===== config.mk =====
export PLATFORM = sky130hd
export DESIGN_NAME = param_shift_dff_flat
export DESIGN_NICKNAME = d
export VERILOG_FILES = /design/src/rtl/param_shift_dff_if.sv /design/src/rtl/param_shift_dff.sv /design/src/flat_wrapper.sv
export SDC_FILE = /design/constraint.sdc
export NUM_CORES = 1
export LEC_CHECK = 0
export CAP_MARGIN = 40
export CORE_MARGIN = 10
export CORE_UTILIZATION = 35
export CTS_BUF_LIST = sky130_fd_sc_hd__clkbuf_16
export DETAILED_ROUTE_END_ITERATION = 16
export RECOVER_POWER = 100
export SLEW_MARGIN = 10
export SYNTH_ARGS = -nofsm -noshare
export SYNTH_HDL_FRONTEND = slang
export SYNTH_SLANG_ARGS = --single-unit

===== constraint.sdc =====
create_clock -name clk -period 2.27 [get_ports clk]
set_input_delay 0.454 -clock clk [delete_from_list [all_inputs] [get_ports clk]]
set_output_delay 0.454 -clock clk [all_outputs]
set_load 0.05 [all_outputs]

===== src/rtl/param_shift_dff_if.sv =====
// Operand/result bundle for the parametrised shift register.
// master drives the controls and data; slave is the register bank.
interface param_shift_dff_if #(
    parameter int WIDTH   = 8,
    parameter int SHAMT_W = 4
);
    logic               en;
    logic [2:0]         mode;
    logic [SHAMT_W-1:0] shamt;
    logic [WIDTH-1:0]   d;
    logic               sin;
    logic [WIDTH-1:0]   q;
    logic [WIDTH-1:0]   qn;
    logic               cout;
    logic               zero;

    modport master (
        output en, mode, shamt, d, sin,
        input  q, qn, cout, zero
    );

    modport slave (
        input  en, mode, shamt, d, sin,
        output q, qn, cout, zero
    );
endinterface


===== src/rtl/param_shift_dff.sv =====
// WIDTH-bit register bank with clock enable, parallel load and single-cycle
// shift/rotate by a variable amount; async active-low clear, registered carry-out.
module param_shift_dff #(
    parameter int               WIDTH     = 8,
    parameter int               SHAMT_W   = 4,
    parameter logic [WIDTH-1:0] RESET_VAL = '0
) (
    input  logic                clk,
    input  logic                clrn,
    param_shift_dff_if.slave    bus
);
    localparam logic [2:0] MODE_HOLD = 3'b000;
    localparam logic [2:0] MODE_LOAD = 3'b001;
    localparam logic [2:0] MODE_SHL  = 3'b010;
    localparam logic [2:0] MODE_SHR  = 3'b011;
    localparam logic [2:0] MODE_SAR  = 3'b100;
    localparam logic [2:0] MODE_ROTL = 3'b101;
    localparam logic [2:0] MODE_ROTR = 3'b110;
    localparam logic [2:0] MODE_SET  = 3'b111;

    logic [WIDTH-1:0] q_r;
    logic             cout_r;
    logic [WIDTH-1:0] q_nxt;
    logic             cout_nxt;

    logic [WIDTH-1:0] ones;
    logic [WIDTH-1:0] fill_l;
    logic [WIDTH-1:0] fill_r;
    logic [WIDTH:0]   ext_l;
    logic [WIDTH:0]   ext_r;
    int               k;
    int               r;

    always_comb begin
        ones     = '1;
        k        = 32'(bus.shamt);
        r        = k % WIDTH;
        fill_l   = ~(ones << k);
        fill_r   = ~(ones >> k);
        // Guard bits catch the last bit shifted out; amounts past WIDTH leave 0 there.
        ext_l    = {1'b0, q_r} << k;
        ext_r    = {q_r, 1'b0} >> k;
        q_nxt    = q_r;
        cout_nxt = cout_r;
        case (bus.mode)
            MODE_HOLD: begin
                q_nxt    = q_r;
                cout_nxt = cout_r;
            end
            MODE_LOAD: begin
                q_nxt    = bus.d;
                cout_nxt = 1'b0;
            end
            MODE_SHL: if (k != 0) begin
                q_nxt    = (q_r << k) | (bus.sin ? fill_l : '0);
                cout_nxt = ext_l[WIDTH];
            end
            MODE_SHR: if (k != 0) begin
                q_nxt    = (q_r >> k) | (bus.sin ? fill_r : '0);
                cout_nxt = ext_r[0];
            end
            MODE_SAR: if (k != 0) begin
                q_nxt    = (q_r >> k) | (q_r[WIDTH-1] ? fill_r : '0);
                cout_nxt = (k > WIDTH) ? q_r[WIDTH-1] : ext_r[0];
            end
            MODE_ROTL: if (r != 0) begin
                q_nxt    = (q_r << r) | (q_r >> (WIDTH - r));
                cout_nxt = q_nxt[0];
            end
            MODE_ROTR: if (r != 0) begin
                q_nxt    = (q_r >> r) | (q_r << (WIDTH - r));
                cout_nxt = q_nxt[WIDTH-1];
            end
            MODE_SET: begin
                q_nxt    = '1;
                cout_nxt = 1'b0;
            end
            default: begin
                q_nxt    = q_r;
                cout_nxt = cout_r;
            end
        endcase
    end

    always_ff @(posedge clk or negedge clrn) begin
        if (!clrn) begin
            q_r    <= RESET_VAL;
            cout_r <= 1'b0;
        end else if (bus.en) begin
            q_r    <= q_nxt;
            cout_r <= cout_nxt;
        end
    end

    assign bus.q    = q_r;
    assign bus.qn   = ~q_r;
    assign bus.cout = cout_r;
    assign bus.zero = (q_r == '0);
endmodule


===== src/flat_wrapper.sv =====
// flat-port wrapper written by rule: the top's interface ports become plain ports
module param_shift_dff_flat 
#(
    parameter int               WIDTH     = 8,
    parameter int               SHAMT_W   = 4,
    parameter logic [WIDTH-1:0] RESET_VAL = '0
)
  (clk, clrn, bus_en, bus_mode, bus_shamt, bus_d, bus_sin, bus_q, bus_qn, bus_cout, bus_zero);
  param_shift_dff_if #(.WIDTH(WIDTH), .SHAMT_W(SHAMT_W)) bus_i ();
  input  logic clk;
  input  logic clrn;
  input wire logic [$bits(bus_i.en)-1:0] bus_en;
  input wire logic [$bits(bus_i.mode)-1:0] bus_mode;
  input wire logic [$bits(bus_i.shamt)-1:0] bus_shamt;
  input wire logic [$bits(bus_i.d)-1:0] bus_d;
  input wire logic [$bits(bus_i.sin)-1:0] bus_sin;
  output wire logic [$bits(bus_i.q)-1:0] bus_q;
  output wire logic [$bits(bus_i.qn)-1:0] bus_qn;
  output wire logic [$bits(bus_i.cout)-1:0] bus_cout;
  output wire logic [$bits(bus_i.zero)-1:0] bus_zero;
  assign bus_i.en = bus_en;
  assign bus_i.mode = bus_mode;
  assign bus_i.shamt = bus_shamt;
  assign bus_i.d = bus_d;
  assign bus_i.sin = bus_sin;
  assign bus_q = bus_i.q;
  assign bus_qn = bus_i.qn;
  assign bus_cout = bus_i.cout;
  assign bus_zero = bus_i.zero;
  param_shift_dff #(.WIDTH(WIDTH), .SHAMT_W(SHAMT_W), .RESET_VAL(RESET_VAL)) u_core (.clk(clk), .clrn(clrn), .bus(bus_i));
endmodule

==> flow_results.xml, run 1 <==
<?xml version="1.0" encoding="UTF-8"?>
<metrics>
  <group name="finish">
    <metric name="share_of_cells_above_drive_strength_1" unit="%">42.7</metric>
    <metric name="fill_cells" unit="">626</metric>
    <metric name="nets" unit="">455</metric>
    <metric name="register_area" unit="µm²">225</metric>
    <metric name="final_cell_count_no_fill" unit="">511</metric>
    <metric name="area.growth.synth_to_final" unit="%">52.5</metric>
    <metric name="multi_input_area" unit="µm²">2080</metric>
    <metric name="antennaDiodeCount" unit="">0</metric>
  </group>
  <group name="setup_path">
    <metric name="required" unit="ns">2.37</metric>
    <metric name="crit_type" unit="">in2reg</metric>
    <metric name="crit_path_start_kind" unit="">primary input</metric>
    <metric name="worst-path-buf-inv" unit="">4</metric>
    <metric name="cp_cell_sequence" unit="">dlygate4sd2_1 &gt; buf_6 &gt; buf_8 &gt; buf_6 &gt; or3_4 &gt; nand3_1 &gt; o211ai_1 &gt; a221o_1 &gt; o221a_1</metric>
    <metric name="critPathTopFamily" unit="">compound AO/OA/AOI/OAI gates</metric>
    <metric name="critical_path.most_common_cell" unit="">sky130_fd_sc_hd__buf_6</metric>
    <metric name="timing.critical_path.slowest_stage_cell" unit="">sky130_fd_sc_hd__or3_4</metric>
    <metric name="cp_max_fo" unit="">8</metric>
    <metric name="endpoint_kind" unit="">flip-flop</metric>
    <metric name="max_stage_delay" unit="ns">0.45</metric>
    <metric name="worst_ep_arrival_time" unit="ns">2.33</metric>
    <metric name="critical_path_cell_count" unit="">9</metric>
    <metric name="worst-r2r-cell-count" unit="">6</metric>
  </group>
  <group name="synthesis">
    <metric name="synthesis.yosys.warnings" unit="">0</metric>
    <metric name="synth_sequential_area_ratio" unit="%">9.29</metric>
    <metric name="synth_enable_flop_cells" unit="">0</metric>
    <metric name="syn_area" unit="µm²">2420</metric>
    <metric name="post_synth_most_frequent_cells" unit="">24 x sky130_fd_sc_hd__nand2_1, 17 x sky130_fd_sc_hd__mux2_2, 16 x sky130_fd_sc_hd__inv_1, 16 x sky130_fd_sc_hd__nor2_1</metric>
    <metric name="synthDominantAreaCellType" unit="">sky130_fd_sc_hd__mux4_2</metric>
    <metric name="synth-main-ff-cell" unit="">sky130_fd_sc_hd__dfrtp_1</metric>
    <metric name="seq_cells_post_synth" unit="">9</metric>
    <metric name="ys_top_cells_by_area" unit="">sky130_fd_sc_hd__mux4_2 10%, sky130_fd_sc_hd__dfrtp_1 9.3%, sky130_fd_sc_hd__mux2_2 7.9%</metric>
    <metric name="syn-mean-instance-area" unit="µm²">7.75</metric>
    <metric name="syn_nets" unit="">336</metric>
    <metric name="proportion_of_netlist_area_held_by_the_largest_area_contributor" unit="%">10.2</metric>
    <metric name="post_synth_inst_count" unit="">313</metric>
    <metric name="synthMostInstantiatedCell" unit="">sky130_fd_sc_hd__nand2_1</metric>
    <metric name="yosysUniqueCellTypes" unit="">66</metric>
    <metric name="asyncSetResetFlopFracSynth" unit="%">100</metric>
  </group>
  <group name="timing">
    <metric name="period_minus_slack" unit="ns">2.23</metric>
    <metric name="timing_worst_slew_pin_value" unit="ns">0.627</metric>
    <metric name="worst_hold_slack" unit="ns">0.566</metric>
    <metric name="finalHoldViolCount" unit="">0</metric>
    <metric name="relSlewSlack" unit="%">58.4</metric>
    <metric name="setup_viol_count_final" unit="">0</metric>
    <metric name="worst_setup_slack_after_layout" unit="ns">0.0381</metric>
    <metric name="fmax" unit="MHz">448</metric>
    <metric name="fin_crit_sh" unit="%">98.3</metric>
    <metric name="grt_setup_unrepaired" unit="">yes</metric>
    <metric name="setup_total_negative_slack" unit="ns">0</metric>
    <metric name="drv_slew" unit="">0</metric>
    <metric name="fin_worst_skew" unit="ns">0.00304</metric>
  </group>
  <group name="min_path">
    <metric name="hold-path-cell-count" unit="">2</metric>
    <metric name="worstHoldPathType" unit="">reg2reg</metric>
  </group>
  <group name="global_routing">
    <metric name="grt_max_degree" unit="">21</metric>
    <metric name="grt_pass1_wl" unit="µm">17700</metric>
    <metric name="global_route.overflow_total" unit="">0</metric>
    <metric name="grt_pass1_vias" unit="">3154</metric>
    <metric name="track_usage" unit="%">21.3</metric>
    <metric name="grt_antenna_before_repair" unit="">0</metric>
  </group>
  <group name="clock_network">
    <metric name="htree_num_levels" unit="">1</metric>
    <metric name="clock_sinks" unit="">9</metric>
    <metric name="clkSlewWorstSetupHoldPaths" unit="ns">0.04</metric>
    <metric name="cts_tree" unit="">yes</metric>
    <metric name="clk-insertion-delay-late" unit="ns">0.24</metric>
    <metric name="cts-buffers-inserted" unit="">3</metric>
    <metric name="clock_tree.buffer_depth" unit="">2</metric>
    <metric name="postCtsHoldBufs" unit="">0</metric>
    <metric name="ctsRootBufferMaster" unit="">sky130_fd_sc_hd__clkbuf_16</metric>
  </group>
  <group name="die">
    <metric name="row_count" unit="">30</metric>
    <metric name="area_of_the_core_region" unit="µm²">6760</metric>
    <metric name="io_pins" unit="">37</metric>
    <metric name="die_y" unit="µm">103</metric>
    <metric name="floorplan.die_area" unit="µm²">10700</metric>
    <metric name="initial_core_util" unit="%">35.9</metric>
    <metric name="die_x" unit="µm">103</metric>
  </group>
  <group name="power_and_ir_drop">
    <metric name="leakage_power" unit="µW">0.00157</metric>
    <metric name="peakVddDrop" unit="mV">0.249</metric>
    <metric name="power-per-cell-area" unit="nW/µm²">561</metric>
  </group>
  <group name="route">
    <metric name="drc" unit="">0</metric>
    <metric name="dr.pass1.iters" unit="">5</metric>
    <metric name="finalWirelength" unit="µm">11500</metric>
    <metric name="via_count" unit="">3273</metric>
    <metric name="avg_vias_per_cell" unit="">6.41</metric>
    <metric name="postRouteAntennaNets" unit="">0</metric>
    <metric name="drt_iter0_markers" unit="">505</metric>
    <metric name="detail_route.wl_per_cell" unit="µm">22.6</metric>
  </group>
  <group name="status">
    <metric name="status" unit="">completed</metric>
  </group>
  <group name="placement">
    <metric name="final_weighted_congestion_in_routability_driven_placement" unit="">1.00</metric>
    <metric name="hpwlAfterDp" unit="µm">9140</metric>
    <metric name="placement.io_buffers" unit="">36</metric>
    <metric name="place_worst_setup_slack" unit="ns">-0.575</metric>
    <metric name="numPlacedInstances" unit="">495</metric>
  </group>
  <group name="run">
    <metric name="max_capacitance_violation_count" unit="">0</metric>
  </group>
</metrics>
[report_power, final]
part,total [µW],internal [µW],switching (µW),leakage (µW)
Combinational,1480,642,840,0.00142
Sequential,282,193,89.2,0.000103
Clock,310,230,79.2,0.0000423
[layout by cell type, fill, tap and decap left out, drive strengths merged, types with 5 or more instances in the layout]
| master | instances |
|---|---|
| nor4 | 6 |
| nand3 | 9 |
| clkdlybuf4s50 | 11 |
| clkbuf | 17 |
| mux4 | 12 |
| a2111oi | 5 |
| a22oi | 7 |
| mux2i | 11 |
| nor3 | 15 |
| a21oi | 13 |
| nor2 | 17 |
| dfrtp | 9 |
| a31oi | 12 |
| mux2 | 20 |
| nor2b | 8 |
| inv | 18 |
| o21ai | 17 |
| nand2 | 24 |
| buf | 117 |
| o22ai | 8 |
[state kept, by name (all words and copies together) (netlist names)]
name,count
u_core.bus.q,8
u_core.bus.cout,1
[cell type report]
cell class              instances  area share (%)
clock inverters                 1           0.101
flip-flops and latches          9            6.09
repair buffers                149            31.0
clock buffers                   3            2.03
multi-input cells             251            56.2
inverters                      18            1.86
well taps                      80            2.71
[cell families (layout without fill, tap and decap cells)]
| kind of cell | after synthesis | after routing | share of synthesized area (%) |
|---|---|---|---|
| compound gates | 99 | 99 | 29.2 |
| simple gates | 104 | 104 | 23.3 |
| flops | 9 | 9 | 9.29 |
| fa+ha+maj | 4 | 4 | 2.06 |
| mux | 43 | 43 | 25.4 |
| xor+xnor | 1 | 1 | 0.361 |
| buf+inv | 53 | 171 | 10.4 |
[worst min-delay path: stages, from the launching register on]
cell	delay [ns]
sky130_fd_sc_hd__dfrtp_1	0.39
sky130_fd_sc_hd__nand2_1	0.07
sky130_fd_sc_hd__o21ai_0	0.07
[timing repair]
action                                  CTS  global route
setup buffers                             8             4
pin swaps                                 6             6
gates resized for setup                  19            18
gates cloned                              0             0
endpoints found under the setup margin    9             8
[final timing paths]
kind	start	to	slack [ns]
setup / recovery	bus_shamt[2]	u_core.bus.q[4]	0.04
hold / removal	u_core.bus.cout	u_core.bus.cout	0.57
setup reg to reg	u_core.bus.q[7]	u_core.bus.q[3]	0.13
hold reg to reg	u_core.bus.cout	u_core.bus.cout	0.57
max in group asynchronous	clrn	u_core.bus.q[2]	1.32
min in group asynchronous	clrn	u_core.bus.q[6]	0.62
[metal layers]
layer | vias to the layer above | part of all wire (%) | global-route usage [%]
met1 | 1556 | 41 | 27.0
met4 | 0 | 4.3 | 8.56
li1 | 1459 | - | -
met3 | 44 | 8.8 | 3.32
met2 | 214 | 46 | 35.3
met5 | - | 0 | 0
[stage by stage]
step                      total power (µW)  area [µm²]  util (%)
after floorplan                       1090        2470         -
after global placement                1720        3460      51.1
after detailed placement              1710        3460      51.1
after CTS                             2050        3630      53.7
after global routing                  2160        3700      54.7
final                                 2070        3700      54.7
Power figures use the tool's default switching activity.
==> run 2, diff against run 1 <==
Settings changed: GPL_ROUTABILITY_DRIVEN set to 0.
==> run 2 against run 1 <==
Critical path type unchanged. Non-clock buffer count down 3. Critical path depth up 1. Largest cell class unchanged. Sequential power up 2%. Cell area up 2.0%. Wire length down 0.56%.
==> flow_results.xml, run 2 (synthesis gave the netlist of run 1 again) <==
<?xml version="1.0" encoding="UTF-8"?>
<metrics>
  <group name="finish">
    <metric name="register_area" unit="µm²">225</metric>
    <metric name="area.growth.synth_to_final" unit="%">55.5</metric>
    <metric name="fill_cells" unit="">616</metric>
    <metric name="largest_register_ffs" unit="">8</metric>
    <metric name="nets" unit="">452</metric>
    <metric name="share_of_cells_above_drive_strength_1" unit="%">46.3</metric>
    <metric name="final_cell_count_no_fill" unit="">508</metric>
    <metric name="commonest_non_fill_non_tap_cells_in_the_layout" unit="">111 x sky130_fd_sc_hd__buf_4, 24 x sky130_fd_sc_hd__nand2_1, 17 x sky130_fd_sc_hd__mux2_2</metric>
    <metric name="post-route-util" unit="%">55.8</metric>
    <metric name="multi_input_area" unit="µm²">2120</metric>
    <metric name="antennaDiodeCount" unit="">0</metric>
    <metric name="final_common_cell" unit="">sky130_fd_sc_hd__buf_4</metric>
  </group>
  <group name="timing">
    <metric name="setup_viol_count_final" unit="">0</metric>
    <metric name="fin_crit_sh" unit="%">98.4</metric>
    <metric name="relSlewSlack" unit="%">58.1</metric>
    <metric name="timing_worst_slew_pin_value" unit="ns">0.631</metric>
    <metric name="grt_setup_unrepaired" unit="">yes</metric>
    <metric name="fin_worst_skew" unit="ns">0.00535</metric>
    <metric name="period_minus_slack" unit="ns">2.23</metric>
    <metric name="finalHoldViolCount" unit="">0</metric>
    <metric name="fmax" unit="MHz">448</metric>
    <metric name="drv_slew" unit="">0</metric>
  </group>
  <group name="die">
    <metric name="io_pins" unit="">37</metric>
    <metric name="area_of_the_core_region" unit="µm²">6760</metric>
    <metric name="row_count" unit="">30</metric>
    <metric name="initial_core_util" unit="%">35.9</metric>
    <metric name="die_y" unit="µm">103</metric>
    <metric name="floorplan.die_area" unit="µm²">10700</metric>
    <metric name="die_x" unit="µm">103</metric>
  </group>
  <group name="route">
    <metric name="highest-signal-layer" unit="">met4</metric>
    <metric name="postRouteAntennaNets" unit="">0</metric>
    <metric name="dr.pass1.iters" unit="">8</metric>
    <metric name="avg_vias_per_cell" unit="">6.52</metric>
    <metric name="detail_route.wl_per_cell" unit="µm">22.6</metric>
    <metric name="drt_iter0_markers" unit="">532</metric>
    <metric name="via_count" unit="">3314</metric>
    <metric name="detail_route.wirelength.met1" unit="µm">4400</metric>
    <metric name="drc" unit="">0</metric>
    <metric name="finalWirelength" unit="µm">11500</metric>
    <metric name="met2_length" unit="µm">5430</metric>
    <metric name="met3WireLength" unit="µm">1120</metric>
  </group>
  <group name="status">
    <metric name="status" unit="">completed</metric>
  </group>
  <group name="global_routing">
    <metric name="grt_pass1_wl" unit="µm">17700</metric>
    <metric name="track_usage" unit="%">21.4</metric>
    <metric name="grt_max_degree" unit="">29</metric>
    <metric name="grt_pass1_vias" unit="">3155</metric>
    <metric name="grt_antenna_before_repair" unit="">0</metric>
    <metric name="global_route.overflow_total" unit="">0</metric>
  </group>
  <group name="placement">
    <metric name="placement.io_buffers" unit="">36</metric>
    <metric name="numPlacedInstances" unit="">493</metric>
    <metric name="hpwlAfterDp" unit="µm">8830</metric>
  </group>
  <group name="setup_path">
    <metric name="rrSetupSlack" unit="ns">0.09</metric>
    <metric name="crit_path_start_kind" unit="">primary input</metric>
    <metric name="worst_ep_arrival_time" unit="ns">2.34</metric>
    <metric name="required" unit="ns">2.38</metric>
    <metric name="crit_type" unit="">in2reg</metric>
    <metric name="cp_max_fo" unit="">5</metric>
    <metric name="endpoint_kind" unit="">flip-flop</metric>
  </group>
  <group name="clock_network">
    <metric name="cts-buffers-inserted" unit="">3</metric>
    <metric name="clk-insertion-delay-late" unit="ns">0.24</metric>
    <metric name="clock_tree.buffer_depth" unit="">2</metric>
    <metric name="clkSlewWorstSetupHoldPaths" unit="ns">0.04</metric>
    <metric name="cts_tree" unit="">yes</metric>
    <metric name="ctsRootBufferMaster" unit="">sky130_fd_sc_hd__clkbuf_16</metric>
    <metric name="clock_sinks" unit="">9</metric>
    <metric name="htree_num_levels" unit="">1</metric>
  </group>
  <group name="power_and_ir_drop">
    <metric name="power-per-cell-area" unit="nW/µm²">559</metric>
    <metric name="leakage_power" unit="µW">0.00158</metric>
    <metric name="peakVddDrop" unit="mV">0.243</metric>
  </group>
  <group name="run">
    <metric name="max_capacitance_violation_count" unit="">0</metric>
  </group>
  <group name="min_path">
    <metric name="worstHoldPathType" unit="">reg2reg</metric>
  </group>
</metrics>
==> run 2: cell count changes in the layout (fill, tap and decap cells not counted), sizes merged <==
cell,before,now
dlygate4sd2,3,1
clkdlybuf4s50,11,12
clkbuf,17,9
clkinvlp,0,1
dlygate4sd3,2,1
clkdlybuf4s15,1,2
dlymetal6s2s,1,3
inv,18,17
buf,117,121
==> run 2: worst paths after layout <==
path / depth (start not counted) / to / startpoint
worst max-delay path: 10 / u_core.bus.q[4] / bus_shamt[1]
worst min-delay path: 2 / u_core.bus.cout / u_core.bus.cout
worst max register to register: 6 / u_core.bus.q[3] / u_core.bus.q[1]
worst min register to register: 2 / u_core.bus.cout / u_core.bus.cout
max in group asynchronous: 1 / u_core.bus.q[5] / clrn
min in group asynchronous: 1 / u_core.bus.q[6] / clrn
==> run 2: metal layers <==
metal  up-vias  GRT usage (%)
met2       266           35.0
met5         -              0
met4         0           10.2
met1      1553           26.5
met3        42           4.05
li1       1453              -
==> run 2: final cells by class <==
type                    count  share of cell area [%]
clock inverters             1                  0.0995
well taps                  80                    2.65
flip-flops and latches      9                    5.97
clock buffers               3                    1.99
inverters                  18                    1.92
repair buffers            146                    31.1
multi-input cells         251                    56.2
==> run 2: per-stage QoR <==
step	total power, µW	TNS (ns)	worst slack [ns]	instance area, µm²	hold WS (ns)
3_5_place_dp	1690	-3.81	-0.561	3440	0.541
3_3_place_gp	1680	-3.60	-0.497	3440	0.511
2_1_floorplan	1090	0	0.00565	2470	0.158
6_report	2110	0	0.0368	3770	0.575
5_1_grt	2190	-0.104	-0.0377	3770	0.587
4_1_cts	2040	0	0.00835	3640	0.538
==> run 2: timing repair <==
action                     CTS  global route
cloned                       0             1
gates resized for setup     17            28
pin swaps                    8            11
setup endpoints to repair    9            10
hold buffers                 0             0
setup buffers                7             3
==> run 2: worst max-delay path, cell delays in order <==
cell	delay, ns
sky130_fd_sc_hd__clkdlybuf4s15_2	0.21
sky130_fd_sc_hd__clkinv_2	0.08
sky130_fd_sc_hd__ha_4	0.31
sky130_fd_sc_hd__buf_12	0.11
sky130_fd_sc_hd__buf_4	0.13
sky130_fd_sc_hd__mux4_2	0.29
sky130_fd_sc_hd__nand3_1	0.12
sky130_fd_sc_hd__a31oi_2	0.12
sky130_fd_sc_hd__a221o_1	0.29
sky130_fd_sc_hd__o221a_1	0.23
==> run 2: power by group <==
group	leakage, µW	switching (µW)	internal [µW]
registers	0.000103	96.7	192
clock network	0.0000423	81.5	231
logic	0.00144	847	662
